### config.mk
export PLATFORM = sky130hd
export DESIGN_NAME = switch_debounce_flat
export DESIGN_NICKNAME = d
export VERILOG_FILES = /design/src/rtl/switch_debounce_pkg.sv /design/src/rtl/switch_debounce_if.sv /design/src/rtl/switch_debounce_chan.sv /design/src/rtl/switch_debounce.sv /design/src/flat_wrapper.sv
export SDC_FILE = /design/constraint.sdc
export NUM_CORES = 1
export LEC_CHECK = 0
export ABC_AREA = 1
export CAP_MARGIN = 5
export CORE_ASPECT_RATIO = 1.5
export CORE_MARGIN = 4
export CORE_UTILIZATION = 60
export DETAILED_ROUTE_END_ITERATION = 10
export HOLD_SLACK_MARGIN = 0.12
export PLACE_DENSITY = 0.88
export SYNTH_ARGS = -nofsm -noshare
export SYNTH_HDL_FRONTEND = slang
export SYNTH_SLANG_ARGS = --single-unit
export TNS_END_PERCENT = 5
### constraint.sdc
create_clock -name HCLK -period 2.5 [get_ports HCLK]
set_input_delay 0.5 -clock HCLK [delete_from_list [all_inputs] [get_ports HCLK]]
set_output_delay 0.5 -clock HCLK [all_outputs]
set_load 0.01 [all_outputs]
### src/rtl/switch_debounce_pkg.sv
// Shared constants and types for the switch synchroniser/debouncer.
package switch_debounce_pkg;

  localparam int DEBOUNCE_1MS_25MHZ = 25000;
  localparam int DEBOUNCE_CNT_W     = 16;
  localparam int DEBOUNCE_SIM       = 4;

  typedef enum logic {
    ST_STABLE  = 1'b0,
    ST_QUALIFY = 1'b1
  } chan_state_e;

  // True when the qualify count is non-zero and reachable without wrapping.
  function automatic bit debounce_cfg_ok(input int cycles, input int cnt_w);
    return (cycles > 0) && (longint'(cycles) <= (longint'(1) << cnt_w));
  endfunction

endpackage

### src/rtl/switch_debounce_if.sv
// Switch-side signal bundle; master drives raw levels and clears, slave is the debouncer.
// No valid/ready: SW_OUT/CHANGED/IRQ are levels, RISE/FALL are one-cycle pulses, CLR_CHANGED acts on the next edge.
interface switch_debounce_if #(
  parameter int WIDTH = 8
);
  logic [WIDTH-1:0] SW_IN;
  logic [WIDTH-1:0] CLR_CHANGED;
  logic [WIDTH-1:0] SW_OUT;
  logic [WIDTH-1:0] RISE;
  logic [WIDTH-1:0] FALL;
  logic [WIDTH-1:0] CHANGED;
  logic             IRQ;
  logic [WIDTH-1:0] dbg_qualify;

  modport master (
    output SW_IN, CLR_CHANGED,
    input  SW_OUT, RISE, FALL, CHANGED, IRQ, dbg_qualify
  );

  modport slave (
    input  SW_IN, CLR_CHANGED,
    output SW_OUT, RISE, FALL, CHANGED, IRQ, dbg_qualify
  );
endinterface

### src/rtl/switch_debounce_chan.sv
// One switch channel: 2-FF synchroniser, qualify counter FSM, edge pulses and sticky change flag.
module debounce_chan
  import switch_debounce_pkg::*;
#(
  parameter int DEBOUNCE_CYCLES = DEBOUNCE_1MS_25MHZ,
  parameter int CNT_W           = DEBOUNCE_CNT_W
) (
  input  logic        HCLK,
  input  logic        RESET,
  input  logic        sw_in,
  input  logic        clr_changed,
  output logic        sw_out,
  output logic        rise,
  output logic        fall,
  output logic        changed,
  output chan_state_e state
);

  localparam logic [CNT_W-1:0] CNT_LAST = CNT_W'(DEBOUNCE_CYCLES - 1);

  logic             sync1;
  logic             sync2;
  logic             db;
  logic [CNT_W-1:0] cnt;

  chan_state_e      next_state;
  logic [CNT_W-1:0] next_cnt;
  logic             accept;
  logic             rise_d;
  logic             fall_d;

  always_ff @(posedge HCLK) begin
    if (RESET) begin
      sync1   <= 1'b0;
      sync2   <= 1'b0;
      db      <= 1'b0;
      cnt     <= '0;
      state   <= ST_STABLE;
      rise    <= 1'b0;
      fall    <= 1'b0;
      changed <= 1'b0;
    end else begin
      sync1 <= sw_in;
      sync2 <= sync1;
      state <= next_state;
      cnt   <= next_cnt;
      rise  <= rise_d;
      fall  <= fall_d;
      if (accept) begin
        db <= sync2;
      end
      // A set on the same edge as a clear wins so no transition is lost.
      if (accept) begin
        changed <= 1'b1;
      end else if (clr_changed) begin
        changed <= 1'b0;
      end
    end
  end

  // Any cycle where the synchronised level matches db drops the partial count.
  always_comb begin
    next_state = ST_STABLE;
    next_cnt   = '0;
    accept     = 1'b0;
    if (sync2 != db) begin
      if (cnt == CNT_LAST) begin
        accept = 1'b1;
      end else begin
        next_state = ST_QUALIFY;
        next_cnt   = cnt + 1'b1;
      end
    end
  end

  always_comb begin
    rise_d = accept & sync2;
    fall_d = accept & ~sync2;
  end

  assign sw_out = db;

endmodule

### src/rtl/switch_debounce.sv
// Debounces WIDTH independent switch channels and raises a registered IRQ from the sticky flags.
module switch_debounce
  import switch_debounce_pkg::*;
#(
  parameter int WIDTH           = 8,
  parameter int DEBOUNCE_CYCLES = DEBOUNCE_1MS_25MHZ,
  parameter int CNT_W           = DEBOUNCE_CNT_W
) (
  input  logic             HCLK,
  input  logic             RESET,
  switch_debounce_if.slave sw
);

  if (!debounce_cfg_ok(DEBOUNCE_CYCLES, CNT_W)) begin : g_bad_cfg
    $error("switch_debounce: DEBOUNCE_CYCLES must be in 1..2**CNT_W");
  end

  chan_state_e chan_state [WIDTH];
  logic        irq_q;

  for (genvar i = 0; i < WIDTH; i++) begin : g_chan
    debounce_chan #(
      .DEBOUNCE_CYCLES (DEBOUNCE_CYCLES),
      .CNT_W           (CNT_W)
    ) u_chan (
      .HCLK        (HCLK),
      .RESET       (RESET),
      .sw_in       (sw.SW_IN[i]),
      .clr_changed (sw.CLR_CHANGED[i]),
      .sw_out      (sw.SW_OUT[i]),
      .rise        (sw.RISE[i]),
      .fall        (sw.FALL[i]),
      .changed     (sw.CHANGED[i]),
      .state       (chan_state[i])
    );
    assign sw.dbg_qualify[i] = (chan_state[i] == ST_QUALIFY);
  end

  always_ff @(posedge HCLK) begin
    if (RESET) begin
      irq_q <= 1'b0;
    end else begin
      irq_q <= |sw.CHANGED;
    end
  end

  assign sw.IRQ = irq_q;

endmodule

### src/flat_wrapper.sv
// flat-port wrapper written by rule: the top's interface ports become plain ports
module switch_debounce_flat import switch_debounce_pkg::*;
#(
  parameter int WIDTH           = 8,
  parameter int DEBOUNCE_CYCLES = DEBOUNCE_1MS_25MHZ,
  parameter int CNT_W           = DEBOUNCE_CNT_W
)
  (HCLK, RESET, sw_SW_IN, sw_CLR_CHANGED, sw_SW_OUT, sw_RISE, sw_FALL, sw_CHANGED, sw_IRQ, sw_dbg_qualify);
  switch_debounce_if #(.WIDTH(WIDTH)) sw_i ();
  input  logic HCLK;
  input  logic RESET;
  input wire logic [$bits(sw_i.SW_IN)-1:0] sw_SW_IN;
  input wire logic [$bits(sw_i.CLR_CHANGED)-1:0] sw_CLR_CHANGED;
  output wire logic [$bits(sw_i.SW_OUT)-1:0] sw_SW_OUT;
  output wire logic [$bits(sw_i.RISE)-1:0] sw_RISE;
  output wire logic [$bits(sw_i.FALL)-1:0] sw_FALL;
  output wire logic [$bits(sw_i.CHANGED)-1:0] sw_CHANGED;
  output wire logic [$bits(sw_i.IRQ)-1:0] sw_IRQ;
  output wire logic [$bits(sw_i.dbg_qualify)-1:0] sw_dbg_qualify;
  assign sw_i.SW_IN = sw_SW_IN;
  assign sw_i.CLR_CHANGED = sw_CLR_CHANGED;
  assign sw_SW_OUT = sw_i.SW_OUT;
  assign sw_RISE = sw_i.RISE;
  assign sw_FALL = sw_i.FALL;
  assign sw_CHANGED = sw_i.CHANGED;
  assign sw_IRQ = sw_i.IRQ;
  assign sw_dbg_qualify = sw_i.dbg_qualify;
  switch_debounce #(.WIDTH(WIDTH), .DEBOUNCE_CYCLES(DEBOUNCE_CYCLES), .CNT_W(CNT_W)) u_core (.HCLK(HCLK), .RESET(RESET), .sw(sw_i));
endmodule
Word-level counts from Yosys, hierarchy flattened
Index checks and enable logic that the tools add are counted.
{ "totals": {"register_bits": 185, "inputBits": 18, "output_inout_bits": 41, "word_cells": 186} }
{ "op_classes": {"n_addsub": 8, "eq_ne": 16, "mux": 40, "bitwise_logic": 32, "n_reduce_logical": 25} }
{ "op_table": {"columns": ["op", "n"], "rows": [
  ["adder 16 x 1 -> 16 bit (second input constant)", 8],
  ["equality test 16 x 15 -> 1 bit (second input constant)", 8],
  ["two-way mux 1 bit", 40],
  ["OR reduction 3 bit", 8],
  ["bitwise AND 1 bit", 16],
  ["NOT 1 bit", 16],
  ["nonzero test 2 bit", 8],
  ["OR reduction 2 bit", 8],
  ["!= test 1 bit", 8],
  ["OR reduction 8 bit", 1]
]} }

Depth between registers and ports, before layout
{ "depth": {"word_depth": 4, "depth_mapped": 9, "mapped_depth_nobuf": 8} }

By module
A second synthesis with hierarchy kept.
{ "hier_totals": {"hier_cells": 1207, "area_unflattened_um2": 8748.4} }
{ "by_module_without_submodules": {"columns": ["module", "n_inst", "cells_per_inst", "area_per_inst_um2", "seq_area_each_um2"], "rows": [
  ["debounce_chan (u_core.g_chan[0].u_chan ...)", 7, 150, 1088.5, 460.4],
  ["debounce_chan (u_core.g_chan[7].u_chan)", 1, 148, 1078.5, 460.4],
  ["switch_debounce", 1, 9, 50.0, 20.0]
]} }

Worst setup path after synthesis
OpenSTA, ideal clock, no wires.
{ "synth_timing": {"path_type": "register to register", "start": "reg u_core.g_chan[1].u_chan.cnt[0]", "end": "reg u_core.g_chan[1].u_chan.cnt[11]", "setup_ns": 0.112, "arrival_ns": 1.205, "required_ns": 2.388, "path_slack_ns": 1.184, "stages_incl_launch_ff": 10, "path_buffers": 1, "synth_period_minus_slack_ns": 1.316, "cell_sequence": "dfxtp_1 > ha_1 > inv_1 > nor2_1 > nand2_1 > nor2_1 > nand2_2 > nand2_4 > buf_6 > nor2_1"} }
{ "synth_via": {"elab_chain_len": 2, "word_cells_on_any_way": 3, "classes_between": "add/sub: 1; eq/ne: 1; reduce/logical: 1"} }
{ "synth_rtl": {"columns": ["element", "line_no", "source"], "rows": [
  ["start, declared", "switch_debounce_chan.sv:24", "logic [CNT_W-1:0] cnt;"],
  ["start signal, assigned", "switch_debounce_chan.sv:46", "cnt <= next_cnt;"],
  ["branches (longest 2 deep; another with adder 16 x 1 -> 16 bit)", null, null]
]} }
Parallel ways; which one is timed is not known.
A chain may end at the register's enable or synchronous reset.

Worst setup path in the final report
{ "layout_timing": {"start": "reg u_core.g_chan[5].u_chan.changed", "end": "out sw_CHANGED[5]"} }
{ "layout_lines": {"columns": ["element", "line_no", "source"], "rows": [
  ["start, declared", "switch_debounce_chan.sv:15", "output logic changed,"],
  ["start signal, assigned", "switch_debounce_chan.sv:41", "changed <= 1'b0;"],
  ["start signal, assigned", "switch_debounce_chan.sv:54", "changed <= 1'b1;"],
  ["start signal, assigned", "switch_debounce_chan.sv:56", "changed <= 1'b0;"],
  ["end, declared", "flat_wrapper.sv:17", "output wire logic [$bits(sw_i.CHANGED)-1:0] sw_CHANGED;"]
]} }
No word-level cell between the ends.

==> impl_metrics.prom <==
# TYPE chip_impl_metric gauge
chip_impl_metric{name="finalNetCount",unit=""} 1296
chip_impl_metric{name="cts_setup_buffers",unit=""} 0
chip_impl_metric{name="critical-path-max-stage-delay",unit="ps"} 600
chip_impl_metric{name="clkTransAtPathRegs",unit="ps"} 60
chip_impl_info{name="holdCritStartpoint",value="u_core.g_chan[7].u_chan.sync1"} 1
chip_impl_metric{name="post_synthesis_sequential_area_ratio",unit=""} 0.429
chip_impl_metric{name="timing_worst_slew_pin_value",unit="ps"} 495
chip_impl_metric{name="drt_wl_total",unit="mm"} 17.4
chip_impl_metric{name="setup_viol_count_final",unit=""} 0
chip_impl_metric{name="hold_ws",unit="ps"} 402
chip_impl_metric{name="ctsLongestPathBuffers",unit=""} 2
chip_impl_info{name="highest_layer",value="met4"} 1
chip_impl_info{name="cp-startpoint",value="u_core.g_chan[5].u_chan.changed"} 1
chip_impl_metric{name="timing.max_slew.rel_slack",unit=""} 0.667
chip_impl_metric{name="routed-wl-met3",unit="µm"} 854
chip_impl_metric{name="pre_cts_worst_setup_slack",unit="ps"} 385
chip_impl_metric{name="cp_max_fo",unit=""} 3
chip_impl_metric{name="critical_path_arrival",unit="ps"} 1510
chip_impl_metric{name="path_buf_inv",unit=""} 1
chip_impl_metric{name="dieWidth",unit="µm"} 106
chip_impl_metric{name="cts-resized-gates",unit=""} 0
chip_impl_metric{name="worst_clk_skew",unit="ps"} 8.64
chip_impl_metric{name="detail_route.drc_violations",unit=""} 0
chip_impl_info{name="unrepaired_setup_endpoints_after_global_routing",value="false"} 1
chip_impl_metric{name="synth.avg_cell_area",unit="µm²"} 6.95
chip_impl_metric{name="floorplan.io_pins",unit=""} 59
chip_impl_metric{name="layout_area_growth_over_synthesis",unit="%"} 11.8
chip_impl_metric{name="grtUsageTotal",unit=""} 0.220
chip_impl_metric{name="number_of_hold_repair_buffers_added_at_the_cts_stage",unit=""} 0
chip_impl_info{name="category_of_cells_accounting_for_the_largest_share_of_critical_path_delay",value="buffers and inverters"} 1
chip_impl_metric{name="antenna-diode-count",unit=""} 0
chip_impl_metric{name="routabilityCongestion",unit=""} 0.922
chip_impl_metric{name="routed-wl-met2",unit="mm"} 8.93
chip_impl_metric{name="final_core_util",unit=""} 0.686
chip_impl_metric{name="route.layer.met1.wl",unit="mm"} 7.15
chip_impl_metric{name="report.final.slew_viol_count",unit=""} 0
chip_impl_info{name="crit_type",value="reg -> out"} 1
chip_impl_metric{name="grt_first_pass_wirelength",unit="mm"} 29.9
chip_impl_info{name="mostFrequentLayoutCells",value="nand2_1 (272), nor2_1 (235), inv_1 (188), dfxtp_1 (185), nand3_1 (88)"} 1
chip_impl_metric{name="placement.io_buffers",unit=""} 58
chip_impl_info{name="cts_tree",value="yes"} 1
chip_impl_metric{name="syn_inst",unit=""} 1242
chip_impl_metric{name="place.detailed.hpwl",unit="mm"} 12.5
chip_impl_metric{name="drt-pass1-iter-count",unit=""} 5
chip_impl_metric{name="core_box_area",unit="µm²"} 14100
chip_impl_metric{name="maxCapViolCount",unit=""} 0
chip_impl_metric{name="dieArea",unit="µm²"} 16400
chip_impl_metric{name="numClockSinks",unit=""} 185
chip_impl_metric{name="synthDistinctLibCells",unit=""} 30
chip_impl_info{name="critPathCaptureType",value="output pin"} 1
chip_impl_metric{name="antenna_violating_nets_post_route",unit=""} 0
chip_impl_info{name="layout.cells.most_common",value="nand2_1"} 1
chip_impl_metric{name="grt_max_degree",unit=""} 18
chip_impl_metric{name="netlist_area",unit="µm²"} 8630
chip_impl_metric{name="worst_hold_path.num_cells",unit=""} 2
chip_impl_metric{name="p_leak",unit="nW"} 3.61
chip_impl_info{name="clockRootBuffer",value="clkbuf_16"} 1
chip_impl_metric{name="floorplan.die.height",unit="µm"} 155
chip_impl_metric{name="power-per-cell-area",unit="nW/µm²"} 597
chip_impl_metric{name="final.fill_count",unit=""} 1212
chip_impl_info{name="critical_path.cell_chain",value="clkdlybuf4s50_1"} 1
chip_impl_metric{name="final.period_utilization",unit=""} 0.804
chip_impl_info{name="timing.critical_path.from_type",value="flip-flop"} 1
chip_impl_metric{name="grt.overflow.total",unit=""} 0
chip_impl_metric{name="timing.setup.tns",unit="ps"} 0
chip_impl_metric{name="timing.reg2reg.worst_path_depth",unit=""} 8
chip_impl_metric{name="vias_in_the_first_global_route",unit=""} 7060
chip_impl_metric{name="number_of_h_tree_levels",unit=""} 4
chip_impl_metric{name="fmax",unit="MHz"} 498
chip_impl_metric{name="post-route-worst-setup-slack",unit="ps"} 491
chip_impl_metric{name="final_hold_fails",unit=""} 0
chip_impl_info{name="run_status",value="completed"} 1
chip_impl_metric{name="initial_core_util",unit=""} 0.614
chip_impl_metric{name="layout-drive-gt1-share",unit=""} 0.0530
chip_impl_metric{name="power.total",unit="W"} 0.00576
chip_impl_metric{name="clk-insertion-delay-late",unit="ps"} 430
chip_impl_metric{name="syn-num-nets",unit=""} 1268
chip_impl_metric{name="drt-initial-drc-count",unit=""} 289
chip_impl_metric{name="drt-vias-per-instance",unit=""} 5.04
chip_impl_metric{name="wire_per_inst",unit="µm"} 11.8
chip_impl_metric{name="yosys_register_bits",unit=""} 185
chip_impl_metric{name="cp.depth",unit=""} 1
chip_impl_metric{name="synth_warnings",unit=""} 0
chip_impl_metric{name="rows",unit=""} 53
chip_impl_metric{name="cts_made_buffers",unit=""} 17
chip_impl_info{name="crit_path_top_delay_cell",value="clkdlybuf4s50_1"} 1
chip_impl_metric{name="timing.final.crit_period",unit="ps"} 2010
chip_impl_metric{name="ir_worst_vdd",unit="V"} 0.000447
chip_impl_metric{name="grt_antenna_before_repair",unit=""} 0
chip_impl_metric{name="critical_path_required",unit="ps"} 2000
chip_impl_info{name="hold_class",value="reg -> reg"} 1
chip_impl_metric{name="num_vias",unit=""} 7435
chip_impl_info{name="regToRegStartpoint",value="u_core.g_chan[0].u_chan.cnt[0]"} 1
[power breakdown]
group,internal [W],switching (W)
logic,0.0000456,0.0000563
registers,0.00297,0.0000104
clock network,0.00155,0.00113
total,0.00456,0.00120
[per-layer routing]
layer	vias to the layer above	GRT usage
met3	41	0.0490
met4	0	0.0809
met5	-	0
met1	3343	0.251
met2	182	0.399
li1	3869	-
[Yosys cell counts]
library cell  number  area share
a21o_1             1     0.00087
nor3_1            18       0.010
a21oi_1           60       0.035
xor2_1            24       0.024
nand2_4            4      0.0052
a21boi_0           1     0.00087
o21ai_0           20       0.012
nand3_1           88       0.051
a21oi_2            6      0.0061
nand3b_1           1     0.00087
nor3b_1            2      0.0017
nor4_1             2      0.0014
or2_0              1     0.00073
nor2_2            11      0.0080
buf_6              9       0.012
dfxtp_1          185        0.43
or2_2              2      0.0014
nor2_4             2      0.0026
inv_2              2     0.00087
nand2_1          272        0.12
o21bai_1           1     0.00087
ha_1               8       0.012
xnor2_1           16       0.016
nor2_1           235        0.10
inv_1            188       0.082
buf_4             40       0.035
buf_2              2      0.0012
nand4_1           32       0.023
buf_1              1     0.00043
nand2_2            8      0.0058
[path summary, 6_finish.rpt]
path                            slack [ps]                              to
worst max-delay path                   490                   sw_CHANGED[5]
worst min-delay path                   400   u_core.g_chan[7].u_chan.sync2
worst max register to register         930  u_core.g_chan[0].u_chan.cnt[5]
worst min register to register         400   u_core.g_chan[7].u_chan.sync2
[logic make-up (layout without fill, tap and decap cells)]
logic type	count (synthesis)	count (layout)	synth area share
DFF	185	185	0.429
AOI/OAI and AO/OA	89	89	0.0551
adders and majority gates	8	8	0.0116
xor gates and xnor gates	40	40	0.0406
and+or+nand+nor	678	678	0.333
buffers and inverters	242	282	0.131
[sequential cells by signal, summed over array words and instances (netlist names)]
signal                        flops
u_core.g_chan.u_chan.sync2        8
u_core.g_chan.u_chan.changed      8
u_core.sw.IRQ                     1
u_core.g_chan.u_chan.rise         8
u_core.g_chan.u_chan.cnt        128
u_core.g_chan.u_chan.state        8
u_core.g_chan.u_chan.fall         8
u_core.g_chan.u_chan.sw_out       8
u_core.g_chan.u_chan.sync1        8
[stage by stage]
stage,cell area [µm²],instances
2_1_floorplan,8630,1242
3_3_place_gp,9060,1443
3_5_place_dp,9060,1443
4_1_cts,9650,1474
5_1_grt,9650,1474
6_report,9650,1474
[worst register-to-register path: stages (launching register included)]
cell and delay [ps]:
dfxtp_1 360, ha_1 200, nand2_1 90, inv_1 100, nand2_1 50, nor2_1 130
nand2_1 140, nand2_2 290, nor2_1 90
[layout make-up]
| type | instances | area, µm² | area share |
|---|---|---|---|
| Inverter | 190 | 713 | 0.0739 |
| Timing Repair Buffer | 61 | 603 | 0.0625 |
| Sequential cell | 185 | 3700 | 0.384 |
| Clock buffer | 21 | 470 | 0.0488 |
| Multi-Input combinational cell | 815 | 3800 | 0.394 |
| Tap cell | 192 | 240 | 0.0249 |
| Clock inverter | 10 | 119 | 0.0123 |
(Power assumes the default switching activity.)
